$ cat config.mk
export PLATFORM = sky130hd
export DESIGN_NAME = mdu
export DESIGN_NICKNAME = d
export VERILOG_FILES = /design/src/rtl/mdu_pkg.sv /design/src/rtl/mdu_div_step.sv /design/src/rtl/mdu.sv
export SDC_FILE = /design/constraint.sdc
export NUM_CORES = 1
export LEC_CHECK = 0
export ABC_AREA = 1
export CAP_MARGIN = 10
export CORE_MARGIN = 4
export CORE_UTILIZATION = 43
export CTS_BUF_LIST = sky130_fd_sc_hd__clkbuf_4
export DETAILED_ROUTE_END_ITERATION = 12
export PLACE_DENSITY = 0.65
export SETUP_SLACK_MARGIN = 0.15
export SKIP_LAST_GASP = 1
export SLEW_MARGIN = 5
export SYNTH_ARGS = -nofsm -noshare
export SYNTH_HDL_FRONTEND = slang
export SYNTH_SLANG_ARGS = --single-unit
$ cat constraint.sdc
create_clock -name clk -period 3 [get_ports clk]
set_input_delay 0.6 -clock clk [delete_from_list [all_inputs] [get_ports clk]]
set_output_delay 0.6 -clock clk [all_outputs]
set_load 0.02 [all_outputs]
$ cat src/rtl/mdu_pkg.sv
// mdu_pkg: shared constants for the iterative multiply/divide unit.
//   - RISC-V M-extension funct3 encodings (MDU_MUL .. MDU_REMU)
//   - FSM state encodings (MDU_IDLE/MDU_CALC/MDU_FIX/MDU_DONE)
//   - default operand width
//   - helpers classifying which operands an op treats as signed
package mdu_pkg;

  localparam int MDU_XLEN_DEFAULT = 32;

  localparam logic [2:0] MDU_MUL    = 3'd0;
  localparam logic [2:0] MDU_MULH   = 3'd1;
  localparam logic [2:0] MDU_MULHSU = 3'd2;
  localparam logic [2:0] MDU_MULHU  = 3'd3;
  localparam logic [2:0] MDU_DIV    = 3'd4;
  localparam logic [2:0] MDU_DIVU   = 3'd5;
  localparam logic [2:0] MDU_REM    = 3'd6;
  localparam logic [2:0] MDU_REMU   = 3'd7;

  localparam logic [1:0] MDU_IDLE = 2'd0;
  localparam logic [1:0] MDU_CALC = 2'd1;
  localparam logic [1:0] MDU_FIX  = 2'd2;
  localparam logic [1:0] MDU_DONE = 2'd3;

  // rs1 is signed for MUL/MULH/MULHSU/DIV/REM.
  function automatic logic op_a_signed(input logic [2:0] op);
    return (op == MDU_MUL) || (op == MDU_MULH) || (op == MDU_MULHSU) ||
           (op == MDU_DIV) || (op == MDU_REM);
  endfunction

  // rs2 is signed for MUL/MULH/DIV/REM (MULHSU treats it as unsigned).
  function automatic logic op_b_signed(input logic [2:0] op);
    return (op == MDU_MUL) || (op == MDU_MULH) ||
           (op == MDU_DIV) || (op == MDU_REM);
  endfunction

endpackage

$ cat src/rtl/mdu_div_step.sv
// mdu_div_step: one combinational restoring-division step.
// Shifts remainder:quotient left by one, trial-subtracts the divisor from
// the shifted remainder, keeps the difference when it is non-negative and
// shifts the resulting quotient bit into the quotient LSB.
// Ports:
//   i_rem  [XLEN]  partial remainder (always < divisor)
//   i_quot [XLEN]  dividend bits still to consume / quotient bits so far
//   i_div  [XLEN]  divisor magnitude
//   o_rem  [XLEN]  next partial remainder
//   o_quot [XLEN]  next quotient word
module mdu_div_step #(
  parameter int XLEN = 32
) (
  input  logic [XLEN-1:0] i_rem,
  input  logic [XLEN-1:0] i_quot,
  input  logic [XLEN-1:0] i_div,
  output logic [XLEN-1:0] o_rem,
  output logic [XLEN-1:0] o_quot
);

  logic [XLEN:0]   w_shifted;
  logic [XLEN+1:0] w_diff;
  logic            w_ge;

  assign w_shifted = {i_rem, i_quot[XLEN-1]};
  // One extra bit so the MSB of the difference is a clean borrow flag.
  assign w_diff    = {1'b0, w_shifted} - {2'b00, i_div};
  assign w_ge      = ~w_diff[XLEN+1];

  // Either branch is below the divisor, so it fits in XLEN bits.
  assign o_rem  = w_ge ? w_diff[XLEN-1:0] : w_shifted[XLEN-1:0];
  assign o_quot = {i_quot[XLEN-2:0], w_ge};

endmodule

$ cat src/rtl/mdu.sv
// mdu: iterative RISC-V M-extension multiply/divide unit.
// Multiplies use radix-2 shift-add, divides use restoring division; both
// share one 2*XLEN accumulator, one counter and one FSM.
// Optional feature macro: MDU_FAST_MUL_EN -- when defined, multiplies use a
// single-cycle signed-extended product and go IDLE->FIX->DONE.
// Ports:
//   clk, rst             rising-edge clock, synchronous active-high reset
//   in_valid/in_ready    request handshake (in_ready high only in IDLE)
//   in_op [3]            funct3 (MUL..REMU)
//   in_a, in_b [XLEN]    rs1, rs2
//   kill                 flush: abort any in-flight or held operation
//   out_valid/out_ready  result handshake
//   out_result [XLEN]    registered result
//   dbg_state [2]        current FSM state
module mdu
  import mdu_pkg::*;
#(
  parameter int XLEN  = MDU_XLEN_DEFAULT,
  parameter int CNT_W = $clog2(XLEN) + 1
) (
  input  logic            clk,
  input  logic            rst,
  input  logic            in_valid,
  output logic            in_ready,
  input  logic [2:0]      in_op,
  input  logic [XLEN-1:0] in_a,
  input  logic [XLEN-1:0] in_b,
  input  logic            kill,
  output logic            out_valid,
  input  logic            out_ready,
  output logic [XLEN-1:0] out_result,
  output logic [1:0]      dbg_state
);

  // Handshakes: a transfer happens on a rising edge where valid and ready
  // are both high. A request is taken only in IDLE with kill low; a result
  // is held stable in DONE until out_ready, and the unit goes back to IDLE
  // the following cycle, so no request is taken in the retiring cycle.

  localparam logic [XLEN-1:0] INT_MIN = {1'b1, {(XLEN-1){1'b0}}};

  logic [1:0]        r_state;
  logic [1:0]        w_state_nxt;
  logic [2:0]        r_op;
  logic [CNT_W-1:0]  r_cnt;
  logic              r_neg;
  logic [2*XLEN-1:0] r_acc;    // mul: product:multiplier, div: rem:quot
  logic [XLEN-1:0]   r_mcand;  // multiplicand or divisor magnitude
  logic [XLEN-1:0]   r_result;
  logic              r_valid;

  // Request decode (IDLE only)
  logic            w_accept;
  logic            w_a_neg;
  logic            w_b_neg;
  logic [XLEN-1:0] w_a_mag;
  logic [XLEN-1:0] w_b_mag;
  logic            w_is_rem;
  logic            w_res_neg;
  logic            w_div_zero;
  logic            w_ovf;
  logic            w_short;
  logic [XLEN-1:0] w_short_res;

  assign w_accept   = in_valid && (r_state == MDU_IDLE) && !kill;
  assign w_a_neg    = op_a_signed(in_op) && in_a[XLEN-1];
  assign w_b_neg    = op_b_signed(in_op) && in_b[XLEN-1];
  assign w_a_mag    = w_a_neg ? -in_a : in_a;
  assign w_b_mag    = w_b_neg ? -in_b : in_b;
  assign w_is_rem   = in_op[2] && in_op[1];
  // Remainder takes the dividend's sign; products/quotients take a^b.
  // w_b_neg is already 0 whenever b is unsigned (MULHSU, unsigned ops).
  assign w_res_neg  = w_is_rem ? w_a_neg : (w_a_neg ^ w_b_neg);
  assign w_div_zero = in_op[2] && (in_b == '0);
  assign w_ovf      = ((in_op == MDU_DIV) || (in_op == MDU_REM)) &&
                      (in_a == INT_MIN) && (in_b == '1);
  assign w_short    = w_div_zero || w_ovf;

  always_comb begin
    w_short_res = '0;
    if (w_div_zero) begin
      w_short_res = w_is_rem ? in_a : '1;
    end else if (w_ovf) begin
      w_short_res = w_is_rem ? '0 : in_a;
    end
  end

`ifdef MDU_FAST_MUL_EN
  // Sign-extend each operand by one bit so MULHSU/MULHU share one signed
  // multiplier; the low 2*XLEN bits are the exact product.
  logic signed [2*XLEN+1:0] w_fa;
  logic signed [2*XLEN+1:0] w_fb;
  logic signed [2*XLEN+1:0] w_fast_full;
  assign w_fa = signed'({{(XLEN+1){op_a_signed(in_op) & in_a[XLEN-1]}}, in_a});
  assign w_fb = signed'({{(XLEN+1){op_b_signed(in_op) & in_b[XLEN-1]}}, in_b});
  assign w_fast_full = w_fa * w_fb;
`endif

  // Shift-add multiply step: add multiplicand into the high half when the
  // multiplier LSB is set, then shift the whole accumulator right by one.
  logic [XLEN:0]     w_mul_sum;
  logic [2*XLEN-1:0] w_mul_next;
  assign w_mul_sum  = {1'b0, r_acc[2*XLEN-1:XLEN]} +
                      (r_acc[0] ? {1'b0, r_mcand} : {(XLEN+1){1'b0}});
  assign w_mul_next = {w_mul_sum, r_acc[XLEN-1:1]};

  logic [XLEN-1:0] w_div_rem;
  logic [XLEN-1:0] w_div_quot;
  mdu_div_step #(.XLEN(XLEN)) u_div_step (
    .i_rem  (r_acc[2*XLEN-1:XLEN]),
    .i_quot (r_acc[XLEN-1:0]),
    .i_div  (r_mcand),
    .o_rem  (w_div_rem),
    .o_quot (w_div_quot)
  );

  // FIX: sign correction and result selection.
  logic [2*XLEN-1:0] w_prod;
  logic [XLEN-1:0]   w_quo;
  logic [XLEN-1:0]   w_rem;
  logic [XLEN-1:0]   w_fix_res;
  assign w_prod = r_neg ? -r_acc : r_acc;
  assign w_quo  = r_neg ? -r_acc[XLEN-1:0] : r_acc[XLEN-1:0];
  assign w_rem  = r_neg ? -r_acc[2*XLEN-1:XLEN] : r_acc[2*XLEN-1:XLEN];

  always_comb begin
    w_fix_res = '0;
    case (r_op)
      MDU_MUL:                        w_fix_res = w_prod[XLEN-1:0];
      MDU_MULH, MDU_MULHSU, MDU_MULHU: w_fix_res = w_prod[2*XLEN-1:XLEN];
      MDU_DIV, MDU_DIVU:              w_fix_res = w_quo;
      default:                        w_fix_res = w_rem;
    endcase
  end

  always_comb begin
    w_state_nxt = r_state;
    case (r_state)
      MDU_IDLE: begin
        if (w_accept) begin
          if (w_short) begin
            w_state_nxt = MDU_DONE;
          end else begin
`ifdef MDU_FAST_MUL_EN
            w_state_nxt = in_op[2] ? MDU_CALC : MDU_FIX;
`else
            w_state_nxt = MDU_CALC;
`endif
          end
        end
      end
      MDU_CALC: if (r_cnt == CNT_W'(1)) w_state_nxt = MDU_FIX;
      MDU_FIX:  w_state_nxt = MDU_DONE;
      default:  if (out_ready) w_state_nxt = MDU_IDLE;
    endcase
    if (kill) w_state_nxt = MDU_IDLE;
  end

  always_ff @(posedge clk) begin
    if (rst) begin
      r_state  <= MDU_IDLE;
      r_op     <= '0;
      r_cnt    <= '0;
      r_neg    <= 1'b0;
      r_acc    <= '0;
      r_mcand  <= '0;
      r_result <= '0;
      r_valid  <= 1'b0;
    end else begin
      r_state <= w_state_nxt;
      r_valid <= (w_state_nxt == MDU_DONE);
      case (r_state)
        MDU_IDLE: begin
          if (w_accept) begin
            r_op    <= in_op;
            r_neg   <= w_res_neg;
            r_cnt   <= CNT_W'(XLEN);
            r_mcand <= w_b_mag;
            r_acc   <= {{XLEN{1'b0}}, w_a_mag};
`ifdef MDU_FAST_MUL_EN
            if (!in_op[2]) begin
              r_acc <= w_fast_full[2*XLEN-1:0];
              r_neg <= 1'b0;
            end
`endif
            if (w_short) r_result <= w_short_res;
          end
        end
        MDU_CALC: begin
          r_acc <= r_op[2] ? {w_div_rem, w_div_quot} : w_mul_next;
          r_cnt <= r_cnt - CNT_W'(1);
        end
        MDU_FIX: if (!kill) r_result <= w_fix_res;
        default: ;
      endcase
    end
  end

  assign in_ready   = (r_state == MDU_IDLE);
  assign out_valid  = r_valid;
  assign out_result = r_result;
  assign dbg_state  = r_state;

endmodule

==> key figures <==
Run status
  – Run status: finished clean

Floorplanning
  – Core area: around 40000 um^2
  – Starting density of the core: between 40% and 50%
  – Row count: 72
  – # IOs: approximately 110
  – Die area: between 40000 and 50000 um^2
  – Die width: 207 um
  – Chip height: around 210 um

Yosys
  – Top cells by count, synth: nand2_1 (884), inv_1 (454), nor2_1 (338)
  – Unique cell type count in the Yosys netlist: between 50 and 60
  – FFs w/ async S/R, synth: 0%
  – Synthesis warning total: 0
  – Synthesized area: 17000 um^2
  – Post-synth EDFFs: 0
  – Syn_area_per_cell: between 5 and 6 um^2
  – Yosys top cell area share: slightly below 20%
  – Top_reg_cell synth: dfxtp_1
  – Gate Count Post-Synth: between 3000 and 4000
  – Synth area leader: nand2_1
  – Sequential share of the synthesized area: roughly 17%
  – Count leader, synth: nand2_1
  – Register bit count reported by yosys: between 100 and 150
  – Mapped Nets: around 3300
  – Top cells by area, synth: nand2_1 (19%), dfxtp_1 (17%), inv_1 (10%)

Placement
  – Final HPWL DP: between 60000 and 70000 um
  – Placed Cells: roughly 3800
  – Area after DPL: 19700 um^2
  – I/O Buffers: between 100 and 150
  – Setup WS pre-CTS: -10.9 ps
  – GP Congestion: around 1.1

Final layout
  – Area growth syn-to-layout: 18.1%
  – Nets: 3488
  – Non-filler cells, final: 3876
  – Design area: 20100 um^2
  – Share of post-route cells with drive strength above 1: 9.54%
  – Fin util: between 50% and 60%

Worst setup path
  – Reg2reg end: r_acc[48]$_SDFFE_PP0P_
  – Data required time at the worst endpoint: ~3500 ps
  – Critical path endpoint category: register
  – CP max-delay cell: dfxtp_2
  – Launch point of the worst path: r_acc[0]$_SDFFE_PP0P_
  – CP startpoint kind: register
  – Worst reg-to-reg path cell count: 13
  – Reg2reg start: r_acc[0]$_SDFFE_PP0P_
  – Most frequent CP cell: nand3_1
  – CP Cell Sequence: buf_12, nand2_1, inv_1, ha_1, a21oi_2, nor2_1, nor2_1, nand3_1, nand3_1, a21o_1, nand3_1, nand3_1, a21oi_1
  – CP max stage delay: between 400 and 500 ps
  – Crit-path max FO: 16
  – Worst path arrival time: approximately 3200 ps
  – R2R setup slack: approximately 260 ps
  – Critical path class: reg2reg

Clocking
  – CTS Buf Count: 17
  – Cts hold-fix bufs: 0
  – Clk sinks: 141
  – Clock Path Buffers: 2
  – Clock Root Buffer: clkbuf_4
  – Clk Latency, worst-skew pair: a little over 600 ps
  – # Post-CTS Setup Buffers: 0
  – Clock slew at reported path FFs: between 100 and 150 ps
  – H-tree Lvls: 4
  – CTS tree: done

Route
  – DRC viols: 0
  – Initial DRC Count: 2993
  – First-pass DRT Iterations: 7
  – Via/cell ratio: between 5 and 6
  – Post-route ant nets: 0
  – Via count: 22500
  – Routed WL per cell: roughly 22 um
  – Detailed Route WL: 84000 um

Flow run
  – Max Cap Viol: 0

Timing
  – Max transition margin: 41.9%
  – Final hold slack: 466 ps
  – Setup TNS Final: 0 ps
  – Final Max Tran Viols: 0
  – RSZ-0062 raised after global routing: true
  – Smallest setup slack after layout: 260 ps
  – Worst Max-Slew Pin Slew: just under 900 ps
  – Setup Viol. Count Final: 0
  – Fin. Hold Viols: 0
  – Fin crit share: 91.3%
  – Final min period: 2740 ps
  – Highest clock rate: between 300 and 400 MHz
  – Clock skew: about 54 ps

Power
  – Pwr Density: between 300 and 400 nW/um^2
  – PnR Total Power: between 6 and 7 mW
  – Lkg Pwr: 10.1 nW
  – Worst ir drop on vdd: between 200 and 300 uV

Hold path
  – Hold-critical path depth: 4
  – Hold WC Path Type: in2reg
  – HP Start: rst
  – Worst Hold Path EP: r_mcand[17]$_SDFFE_PP0P_

Global route
  – Congestion Overflow GR: 0
  – GRT Overall Usage: 37.2%
  – Global-route wire length before repair: 125000 um
  – Number of global-route vias before repair: a little over 20000
  – Pin count of the biggest net entering global routing: between 70 and 80
  – Antenna violations before repair: 2
layout make-up:
type                       count  area (um^2)
fill                        4255        18800
multi-input combinational   2426        12000
sequential                   141         2830
timing repair buffer         289         2540
inverter                     468         1760
tap                          518          648
clock inverter                15          209
clock buffer                  17          128
antenna                        2         5.00
flip-flops by register name (all words and copies together) (netlist names):
| signal | flops |
|---|---|
| r_op | 3 |
| r_acc | 64 |
| r_mcand | 32 |
| out_result | 32 |
| dbg_state | 2 |
| r_neg | 1 |
| out_valid | 1 |
| r_cnt | 6 |
logic make-up after synthesis:
family          after synthesis  share of synthesized area (%)
xor+xnor                     51                           2.62
compound gates              598                           19.3
fa+ha+maj                    73                           5.45
flops                       141                           16.6
buf+inv                     585                           13.3
simple gates               1704                           42.7
how the worst max path moves through the flow:
stage | end | slack [ps] | cells after the start
floorplan | r_acc[39]$_SDFFE_PP0P_ | 350 | 16
global placement | out_result[30]$_SDFFE_PP0P_ | 100 | 15
detailed placement | out_result[14]$_SDFFE_PP0P_ | -10 | 14
CTS | r_acc[58]$_SDFFE_PP0P_ | 180 | 14
global route | r_acc[58]$_SDFFE_PP0P_ | 120 | 16
finish | r_acc[48]$_SDFFE_PP0P_ | 260 | 13
repair_timing:
action                     CTS  global route
setup endpoints to repair    1            30
resized for setup            1            24
hold endpoints to repair     0             0
where the power goes:
group          switching (mW)  internal, mW  leakage [nW]
Clock                   0.870         0.675         0.170
Combinational            1.79         0.816          8.82
Sequential              0.122          1.96          1.15
routing by layer:
layer,vias up,GRT usage [%],wire [um]
li1,10600,-,-
met3,192,10.4,11700
met2,1413,53.6,33600
met5,-,0,0
met1,10300,53.5,35600
met4,0,12.3,3180
placed cells by master (no fill, tap or decap), drive strengths merged, types with 2 or more instances in the layout:
| cell type | n |
|---|---|
| nand2 | 893 |
| nand3b | 15 |
| dfxtp | 141 |
| a21oi | 265 |
| clkdlybuf4s50 | 106 |
| nor3 | 44 |
| clkinvlp | 3 |
| a21o | 5 |
| or2 | 11 |
| o221ai | 5 |
| ha | 71 |
| a21boi | 3 |
| o21ai | 251 |
| o22ai | 5 |
| o211ai | 16 |
| bufinv | 4 |
| nor2 | 352 |
| nor4 | 4 |
| nand4 | 66 |
| inv | 467 |
| a211oi | 3 |
| clkbuf | 17 |
| a31oi | 26 |
| o31ai | 6 |
| diode | 2 |
| xor2 | 44 |
| and2 | 4 |
| o21bai | 9 |
| clkinv | 9 |
| nand3 | 315 |
| fa | 2 |
| xnor2 | 7 |
| buf | 183 |
worst max-delay path, delay by kind of cell, from the launching register on:
kind                       cells  cell delay (ps)
DFF                            1              420
buffers and inverters          2              310
AOI/OAI and AO/OA              3              470
and+or+nand+nor                7             1090
adders and majority gates      1              310
(Power assumes the default switching activity.)
